==> src/rtl/spi_pkg.sv <==
// spi_pkg: shared state encodings and SCLK edge-level helpers
// for the SPI master and its clock divider.
package spi_pkg;

    typedef enum logic [1:0] {
        IDLE  = 2'b00,
        SETUP = 2'b01,
        XFER  = 2'b11,
        DONE  = 2'b10
    } spi_state_e;

    // SCLK level reached by a leading edge (CPHA=0: sample edge).
    function automatic logic lead_level(input logic cpol);
        return ~cpol;
    endfunction

    // SCLK level reached by a trailing edge (CPHA=0: shift edge).
    function automatic logic trail_level(input logic cpol);
        return cpol;
    endfunction

endpackage

==> src/rtl/spi_clk_div.sv <==
// spi_clk_div: half-period tick generator for the SPI master.
// Ports: clk/rst, en_i enables counting (cleared when low),
// tick_o pulses one cycle every p_clk_div enabled cycles.
module spi_clk_div #(
    parameter int p_clk_div = 8
) (
    input  logic clk,
    input  logic rst,
    input  logic en_i,
    output logic tick_o
);

    localparam int CW = $clog2(p_clk_div + 1);
    localparam logic [CW-1:0] LAST = CW'(p_clk_div - 1);

    logic [CW-1:0] cnt_q;
    logic [CW-1:0] cnt_d;

    always_comb begin
        cnt_d = cnt_q;
        if (!en_i) begin
            cnt_d = '0;
        end else if (cnt_q == LAST) begin
            cnt_d = '0;
        end else begin
            cnt_d = cnt_q + 1'b1;
        end
    end

    always_ff @(posedge clk or posedge rst) begin
        if (rst) begin
            cnt_q <= '0;
        end else begin
            cnt_q <= cnt_d;
        end
    end

    assign tick_o = en_i && (cnt_q == LAST);

endmodule

==> src/rtl/spi_master.sv <==
// spi_master: single-frame SPI master, CPHA=0, configurable CPOL,
// variable frame length up to p_data_buffer_length bits, MSB first.
// Ports: clk/rst; ip_data_out/ip_data_count/i_start request a frame;
// op_data_in/o_data_valid return it; o_busy, o_sclk, o_mosi,
// i_miso, o_ce (active-low) form the status and SPI bus.
module spi_master
    import spi_pkg::*;
#(
    parameter int p_data_buffer_length  = 32,
    parameter int p_width_buffer_length = $clog2(p_data_buffer_length) + 1,
    parameter int p_clk_div             = 8,
    parameter int p_cpol                = 0
) (
    input  logic                             clk,
    input  logic                             rst,
    input  logic [p_data_buffer_length-1:0]  ip_data_out,
    input  logic [p_width_buffer_length-1:0] ip_data_count,
    input  logic                             i_start,
    output logic [p_data_buffer_length-1:0]  op_data_in,
    output logic                             o_data_valid,
    output logic                             o_busy,
    output logic                             o_sclk,
    output logic                             o_mosi,
    input  logic                             i_miso,
    output logic                             o_ce
);

    localparam int W  = p_data_buffer_length;
    localparam int WB = p_width_buffer_length;
    localparam logic CPOL = (p_cpol != 0);

    spi_state_e state_q, state_d;

    logic [WB-1:0] count_q, count_d;
    logic [WB:0]   edge_q, edge_d;
    logic [W-1:0]  tx_q, tx_d;
    logic [W-1:0]  rx_q, rx_d;
    logic [W-1:0]  data_in_q, data_in_d;
    logic          sclk_q, sclk_d;

    logic          tick;
    logic          div_en;
    logic          accept;
    logic [WB-1:0] cnt_clamp;
    logic [WB-1:0] tx_shift;
    logic [WB:0]   edges_total;
    logic          xfer_end;
    logic          edge_ev;
    logic          lead_ev;
    logic          trail_ev;
    logic          last_trail;

    assign div_en = (state_q == SETUP) || (state_q == XFER);

    spi_clk_div #(
        .p_clk_div(p_clk_div)
    ) u_clk_div (
        .clk   (clk),
        .rst   (rst),
        .en_i  (div_en),
        .tick_o(tick)
    );

    assign accept = (state_q == IDLE) && i_start
                 && (ip_data_count != '0);

    assign cnt_clamp = (ip_data_count > WB'(W)) ? WB'(W)
                                                : ip_data_count;

    // Left-justify the frame so the first bit out is always tx_q[W-1].
    assign tx_shift = WB'(W) - cnt_clamp;

    assign edges_total = {count_q, 1'b0};
    assign xfer_end    = (state_q == XFER) && (edge_q == edges_total);

    // The first leading edge is produced as SETUP ends.
    assign edge_ev = tick && ((state_q == SETUP)
                   || ((state_q == XFER) && (edge_q != edges_total)));

    // Even edge index = leading edge, odd = trailing edge.
    assign lead_ev    = edge_ev && !edge_q[0];
    assign trail_ev   = edge_ev && edge_q[0];
    assign last_trail = (edge_q == edges_total - (WB+1)'(1));

    // ---------------- FSM: state register ----------------
    always_ff @(posedge clk or posedge rst) begin
        if (rst) begin
            state_q <= IDLE;
        end else begin
            state_q <= state_d;
        end
    end

    // ---------------- FSM: next state ----------------
    always_comb begin
        state_d = state_q;
        unique case (state_q)
            IDLE:  if (accept)   state_d = SETUP;
            SETUP: if (tick)     state_d = XFER;
            XFER:  if (xfer_end) state_d = DONE;
            DONE:  state_d = IDLE;
            default: state_d = IDLE;
        endcase
    end

    // ---------------- FSM: outputs ----------------
    always_comb begin
        o_busy       = (state_q != IDLE);
        o_data_valid = (state_q == DONE);
        o_ce         = !div_en;
        o_mosi       = div_en ? tx_q[W-1] : 1'b0;
    end

    // ---------------- datapath next state ----------------
    always_comb begin
        count_d   = count_q;
        edge_d    = edge_q;
        tx_d      = tx_q;
        rx_d      = rx_q;
        data_in_d = data_in_q;
        sclk_d    = sclk_q;

        if (accept) begin
            count_d = cnt_clamp;
            edge_d  = '0;
            tx_d    = ip_data_out << tx_shift;
            rx_d    = '0;
            sclk_d  = CPOL;
        end

        if (edge_ev) begin
            edge_d = edge_q + 1'b1;
            sclk_d = lead_ev ? lead_level(CPOL) : trail_level(CPOL);
        end

        if (lead_ev) begin
            rx_d = {rx_q[W-2:0], i_miso};
        end

        if (trail_ev && !last_trail) begin
            tx_d = tx_q << 1;
        end

        if (xfer_end) begin
            data_in_d = rx_q;
        end
    end

    always_ff @(posedge clk or posedge rst) begin
        if (rst) begin
            count_q   <= '0;
            edge_q    <= '0;
            tx_q      <= '0;
            rx_q      <= '0;
            data_in_q <= '0;
            sclk_q    <= CPOL;
        end else begin
            count_q   <= count_d;
            edge_q    <= edge_d;
            tx_q      <= tx_d;
            rx_q      <= rx_d;
            data_in_q <= data_in_d;
            sclk_q    <= sclk_d;
        end
    end

    assign op_data_in = data_in_q;
    assign o_sclk     = sclk_q;

endmodule

==> config.mk <==
export PLATFORM = sky130hd
export DESIGN_NAME = spi_master
export DESIGN_NICKNAME = d
export VERILOG_FILES = /design/src/rtl/spi_pkg.sv /design/src/rtl/spi_clk_div.sv /design/src/rtl/spi_master.sv
export SDC_FILE = /design/constraint.sdc
export NUM_CORES = 1
export LEC_CHECK = 0
export ABC_AREA = 1
export CAP_MARGIN = 20
export CELL_PAD_IN_SITES_DETAIL_PLACEMENT = 0
export CELL_PAD_IN_SITES_GLOBAL_PLACEMENT = 2
export CORE_MARGIN = 5
export CORE_UTILIZATION = 33
export CTS_CLUSTER_DIAMETER = 80
export DETAILED_ROUTE_END_ITERATION = 10
export PLACE_DENSITY = 0.83
export SYNTH_ARGS = -nofsm -noshare
export SYNTH_HDL_FRONTEND = slang
export SYNTH_SLANG_ARGS = --single-unit
export TNS_END_PERCENT = 30
==> constraint.sdc <==
create_clock -name clk -period 4.68 [get_ports clk]
set_clock_uncertainty 0.05 [all_clocks]
set_input_delay 0.936 -clock clk [delete_from_list [all_inputs] [get_ports clk]]
set_output_delay 0.936 -clock clk [all_outputs]
set_load 0.01 [all_outputs]
==> results.tsv, run 1 <==
stage	metric	value	unit
clock_tree	ctsHoldBuffers	0	
floorplan	dieHeight	155.2	um
layout	fin_nets	1037	
clock_tree	cts_tree	built	
layout	design_area	8517	um^2
critical_path	rr_worst_depth	13	
layout	diodes	0	
floorplan	rows	53	
critical_path	cp.arrival	3.62	ns
synth	synth.distinct_cells	42	
clock_tree	worstSkewPairLatency	0.41	ns
critical_path	reg2reg_slack	1.93	ns
synth	syn_inst	929	
layout	syn_to_final_growth	22.45	%
synth	syn_avg_cell_area	7.487	um^2
routing	wl_per_cell	15.30	um
clock_tree	cts.sinks	115	
critical_path	cp_num_buf_inv	3	
clock_tree	htree_levels	4	
floorplan	start_util	33.30	%
placement	port_buffers	78	
timing	rsz0062_at_grt	no	
synth	ys_warn_count	0	
critical_path	max_stage_delay	0.50	ns
critical_path	cpMostUsedCell	nand3_1	
synth	synth-seq-area-share	41.37	%
critical_path	r2r-end	tx_q[31]	
timing	fmax	0.2976	GHz
run_status	outcome	finished clean	
critical_path	slowest_stage	clkdlybuf4s50_1	
routing	first_iter_violations	402	
critical_path	worstSetupPathDepth	14	
timing	relSlewSlack	35.96	%
critical_path	worstPathRequired	4.94	ns
critical_path	endpoint_kind	flip-flop	
routing	first_pass_iters	5	
global_routing	grt_pass1_wl	32330	um
critical_path	crit_fanout	39	
critical_path	regToRegStartpoint	count_q[1]	
routing	ant_nets	0	
placement	place_hpwl	14180	um
routing	num_vias	6347	
synth	ys_seq_elements	115	
floorplan	die_area	24080	um^2
pwr	power.density	580.2	nW/um^2
critical_path	start_kind	primary input	
timing	slew_violations	0	
hold_path	hold_path_depth	1	
hold_path	hold_end	u_clk_div.cnt_q[0]	
floorplan	coreArea	20890	um^2
timing	hold_viol	0	
critical_path	crit_type	primary input to flip-flop	
layout	final_common_cell	nand2_1	
critical_path	crit_family	simple AND/OR/NAND/NOR gates	
layout	drive_above_1_share	9.163	%
layout	final_cell_mix	nand2_1, nand3_1, dfrtp_1, inv_1, clkdlybuf4s50_1	
layout	seqCellArea	2878	um^2
clock_tree	cts_made_buffers	17	
floorplan	die_w	155.2	um
clock_tree	cts-root-buf	clkbuf_16	
floorplan	io_pins	79	
placement	placed_cell_area	7905	um^2
routing	via_per_inst	4.962	
clock_tree	clk_pin_slew_worst_paths	0.06	ns
global_routing	grt_usage	16.68	%
critical_path	cp_cell_sequence	clkdlybuf4s50_1 -> nor2_1 -> nand3_2 -> nand2_4 -> buf_4 -> nand2_2 -> nand2_1 -> nand2_2 -> nand3_1 -> nand3_2 -> nand3_1 -> nand3_1 -> nand2_1 -> inv_1	
timing	post-route-period-util	71.80	%
clock_tree	post_cts_resized	0	
placement	place.gp.congestion	0.8814	
synth	syn-num-nets	975	
routing	wl	19570	um
timing	fin_crit	3.360	ns
global_routing	grt-ovfl-total	0	
pwr	power_leakage	3.999	nW
timing	setup_viol_count_final	0	
clock_tree	cts_setup_buffers	0	
synth	synth_area	6955	um^2
layout	fill_cells	2230	
global_routing	grt_max_degree	68	
clock_tree	clock_path_buffers	2	
layout	multi_input_comb_area	3396	um^2
timing	setup_ws	1.320	ns
routing	drc	0	
hold_path	hp-start	u_clk_div.cnt_q[0]	
global_routing	antenna_found_initial	0	
global_routing	grt_pass1_vias	6168	
pwr	power	4.941	mW
job	cap_viol_max_count	0	
hold_path	hold_class	flip-flop to flip-flop	
timing	worst_slew_pin_slew	0.9584	ns
placement	pre_cts_ws	0.9110	ns
pwr	ir_drop	0.0003172	V
timing	finalSetupTns	0	ns
==> worst max path at each step <==
stage	startpoint	endpoint
floorplan	rst	count_q[0]
global placement	ip_data_count[0]	tx_q[16]
detailed placement	ip_data_count[3]	tx_q[24]
CTS	ip_data_count[3]	tx_q[24]
global route	ip_data_count[3]	tx_q[24]
finish	ip_data_count[3]	tx_q[24]
==> metrics by stage <==
stage | hold slack, ns | instances | util, %
final | 0.4048 | 1279 | 40.77
after global routing | 0.4275 | 1279 | 40.77
after CTS | 0.4086 | 1279 | 40.77
after detailed placement | 0.3996 | 1247 | 37.84
after global placement | 0.3997 | 1247 | 37.84
after floorplan | 0.3794 | 929 | -
==> worst register-to-register path, stage by stage, from the launching register on <==
cell and delay, ns:
dfrtp_1 0.42, inv_1 0.10, ha_1 0.29, xnor2_1 0.12
nor2_1 0.11, nand2_1 0.06, nor2_1 0.11, nand2_1 0.12
nand2_4 0.18, nand2_1 0.31, inv_2 0.49, nand2_1 0.09
o21ai_0 0.09, o21bai_1 0.12
==> routing by layer <==
metal | track usage [%] | share of wire [%] | vias up
met5 | 0 | 0 | -
met4 | 4.919 | 1.6 | 0
met3 | 2.865 | 3.7 | 25
met2 | 26.53 | 46 | 122
met1 | 23.41 | 48 | 2990
li1 | - | - | 3210
==> state kept, by name (all words and copies together), names as in the netlist <==
signal / cells
tx_q: 32
rx_q: 32
u_clk_div.cnt_q: 4
op_data_in: 32
edge_q: 7
count_q: 6
state_q: 2
==> cell type report <==
type / count / share of cell area (%)
multi-input combinational: 661 / 39.87
sequential: 115 / 33.79
timing repair buffer: 93 / 10.49
clock buffer: 17 / 4.995
inverter: 103 / 4.628
tap: 275 / 4.040
clock inverter: 15 / 2.189
==> Yosys cell counts, drive strengths merged <==
library cell,instances,share of area (%)
xnor2,2,0.36
nand3,226,18
dfrtp,115,41
xor2,7,1.3
mux2,1,0.16
o21bai,6,0.65
or2,3,0.27
clkinv,1,0.054
ha,4,0.72
nand4,2,0.18
nor2,23,1.5
o21ai,23,1.7
a31oi,1,0.090
o22ai,38,3.4
nor3,3,0.22
a21oi,12,0.86
clkbuf,14,0.76
o211ai,4,0.50
nand3b,3,0.32
inv,102,5.6
nand2,270,15
o21a,32,3.5
buf,36,3.5
o32ai,1,0.13
==> kinds of logic (layout without fill, tap and decap cells) <==
family / after synthesis / after routing / synth area share (%)
flip-flops: 115 / 115 / 41.37
buffers and inverters: 153 / 228 / 9.876
XOR/XNOR: 9 / 9 / 1.619
AO/OA/AOI/OAI: 117 / 117 / 10.81
adder cells (fa/ha/maj): 4 / 4 / 0.7196
AND/OR/NAND/NOR: 530 / 530 / 35.44
multiplexers: 1 / 1 / 0.1619
==> power breakdown <==
part | internal (mW) | switching [mW] | total [mW]
clock | 0.811 | 0.527 | 1.34
combinational | 0.849 | 1.08 | 1.93
sequential | 1.45 | 0.227 | 1.68
(Power assumes the default switching activity.)
==> inputs of run 2 (changes only) <==
==> constraint.sdc (replaced) <==
create_clock -name clk -period 3.25 [get_ports clk]
set_clock_uncertainty 0.05 [all_clocks]
set_input_delay 0.65 -clock clk [delete_from_list [all_inputs] [get_ports clk]]
set_output_delay 0.65 -clock clk [all_outputs]
set_load 0.01 [all_outputs]
==> run 2 against run 1 <==
Total power is 44% higher; highest routed layer unchanged; sequential share of layout area is 1.4 points lower; cell count is 3.0% higher; register-to-register slack worse by 1.1 ns.
==> results.tsv, run 2 (synthesis gave the netlist of run 1 again) <==
stage	metric	value	unit
pwr	p_switching	2.610	mW
routing	wl_per_cell	14.67	um
placement	port_buffers	78	
layout	syn_to_final_growth	27.74	%
clock_tree	clock_path_buffers	2	
clock_tree	htree_levels	4	
clock_tree	cts-root-buf	clkbuf_16	
critical_path	crit_fanout	37	
pwr	p_seq_share	34.1	%
critical_path	crit_type	primary input to flip-flop	
timing	rsz0062_at_grt	no	
floorplan	dieHeight	155.2	um
layout	fin_nets	1076	
pwr	ir_drop	0.0003976	V
floorplan	die_w	155.2	um
pwr	power_leakage	4.194	nW
pwr	power	7.099	mW
hold_path	hold_class	flip-flop to flip-flop	
timing	fin_crit	2.823	ns
hold_path	hold_path_depth	1	
critical_path	cp.arrival	3.06	ns
critical_path	start_kind	primary input	
run_status	outcome	finished clean	
timing	worst_slew_pin_slew	0.6463	ns
timing	post-route-period-util	86.87	%
routing	drc	0	
clock_tree	cts_tree	built	
pwr	sw_frac_of_total	36.76	%
clock_tree	clk_pin_slew_worst_paths	0.06	ns
critical_path	slowest_stage	clkdlybuf4s50_1	
clock_tree	cts_setup_buffers	0	
clock_tree	worstSkewPairLatency	0.41	ns
global_routing	grt-ovfl-total	0	
routing	ant_nets	0	
timing	hold_viol	0	
floorplan	rows	53	
layout	final_cell_mix	nand2_1, nand3_1, dfrtp_1, inv_1, clkdlybuf4s50_1	
job	cap_viol_max_count	0	
floorplan	io_pins	79	
global_routing	antenna_found_initial	0	
routing	wl	19330	um
layout	final_common_cell	nand2_1	
clock_tree	ctsHoldBuffers	0	
floorplan	die_area	24080	um^2
critical_path	worstSetupPathDepth	14	
timing	fmax	0.3542	GHz
pwr	power_frac_comb	40.6	%
layout	drive_above_1_share	12.56	%
pwr	pwr-share-clk	25.3	%
pwr	p_int	4.489	mW
global_routing	grt_pass1_wl	32860	um
clock_tree	cts.sinks	115	
placement	dp.cells	1286	
global_routing	grt_pass1_vias	6450	
critical_path	cpMostUsedCell	nand3_1	
critical_path	max_stage_delay	0.51	ns
global_routing	grt_max_degree	55	
placement	place_hpwl	14600	um
routing	via_per_inst	4.864	
routing	num_vias	6411	
critical_path	cp_cell_sequence	clkdlybuf4s50_1 -> buf_4 -> nand2_2 -> ha_1 -> clkinv_1 -> buf_12 -> buf_4 -> nand3_1 -> nand3_1 -> nand3_1 -> nand2_1 -> nand2_1 -> nand2_1 -> nand3_1	
critical_path	cp_num_buf_inv	5	
routing	first_pass_iters	5	
clock_tree	cts_made_buffers	17	
critical_path	worstPathRequired	3.49	ns
critical_path	endpoint_kind	flip-flop	
timing	relSlewSlack	56.81	%
global_routing	grt_usage	16.73	%
critical_path	crit_family	buffers and inverters	
critical_path	rr_worst_depth	14	
clock_tree	post_cts_resized	0	
placement	place.gp.congestion	0.8023	
pwr	power.density	799.0	nW/um^2
timing	slew_violations	0	
layout	instances_no_fill	1318	
routing	first_iter_violations	412	
floorplan	start_util	33.30	%
timing	setup_viol_count_final	0	
floorplan	coreArea	20890	um^2
layout	diodes	0	
==> run 2: cell count changes in the layout (fill, tap and decap cells not counted), moves of 2 or more <==
cell        delta
clkinv_2       +2
clkinvlp_4     +3
clkinv_4       +2
buf_4         +30
inv_6          -4
buf_12         +9
==> run 2: final timing paths <==
kind                                     from                  to  slack [ns]
setup / recovery             ip_data_count[0]            tx_q[21]        0.43
hold / removal             u_clk_div.cnt_q[0]  u_clk_div.cnt_q[0]        0.41
setup reg to reg                   count_q[0]            tx_q[12]        0.82
hold reg to reg            u_clk_div.cnt_q[0]  u_clk_div.cnt_q[0]        0.41
max in group asynchronous                 rst      op_data_in[26]        1.95
min in group asynchronous                 rst          state_q[1]        0.57
==> run 2: metrics by stage <==
step                hold WS, ns  utilization [%]  setup TNS, ns  cell area [um^2]  worst slack, ns
global route             0.4446            42.53              0              8885           0.2064
finish                   0.4090            42.53              0              8885           0.4269
detailed placement       0.4056            39.79       -0.05990              8312         -0.03539
CTS                      0.4140            42.53              0              8885           0.3827
global placement         0.4032            39.79       -0.07959              8312         -0.03879
floorplan                0.3794                -              0              6959           0.4067
==> run 2: power groups by stage <==
| stage | Sequential, mW | Clock (mW) | Combinational, mW |
|---|---|---|---|
| floorplan | 2.47 | 0 | 1.76 |
| global placement | 2.44 | 0 | 2.89 |
| detailed placement | 2.45 | 0 | 2.91 |
| CTS | 2.43 | 1.84 | 2.93 |
| global route | 2.51 | 1.92 | 3.24 |
| finish | 2.42 | 1.79 | 2.88 |
==> run 2: worst reg2reg max path, stage by stage, from the launching register on <==
cell	delay [ns]
dfrtp_1	0.41
inv_1	0.10
ha_1	0.31
xnor2_1	0.13
nor2_1	0.11
nand2_1	0.07
nor2_1	0.10
nand2_1	0.11
nand2_4	0.18
nand2_2	0.10
nor2_4	0.22
nand2_4	0.16
inv_6	0.14
nand2_1	0.09
nand3_1	0.08
==> run 2: per-layer routing <==
metal / routed length (um) / up-vias / share of wire, % / track usage [%]
met2: 8874 / 112 / 46 / 26.71
met4: 313 / 0 / 1.6 / 4.544
li1: - / 3289 / - / -
met5: 0 / - / 0 / 0
met1: 9424 / 2987 / 49 / 23.58
met3: 721 / 23 / 3.7 / 2.837
==> run 2: area by class of cell <==
class	instances	area (um^2)
Clock buffer	17	425.4
Clock inverter	15	147.6
Fill cell	2179	12000
Inverter	103	395.4
Multi-Input combinational cell	661	3396
Sequential cell	115	2878
Tap cell	275	344.1
Timing Repair Buffer	132	1299
==> inputs of run 3 (changes only) <==
--- a/config.mk
+++ b/config.mk
@@ -12,6 +12,7 @@
 export CORE_MARGIN = 5
 export CORE_UTILIZATION = 33
 export CTS_CLUSTER_DIAMETER = 80
+export CTS_CLUSTER_SIZE = 24
 export DETAILED_ROUTE_END_ITERATION = 10
 export PLACE_DENSITY = 0.83
 export SYNTH_ARGS = -nofsm -noshare
==> results of run 3 <==
No change in the layout: final DEF, timing and power equal those of run 2.
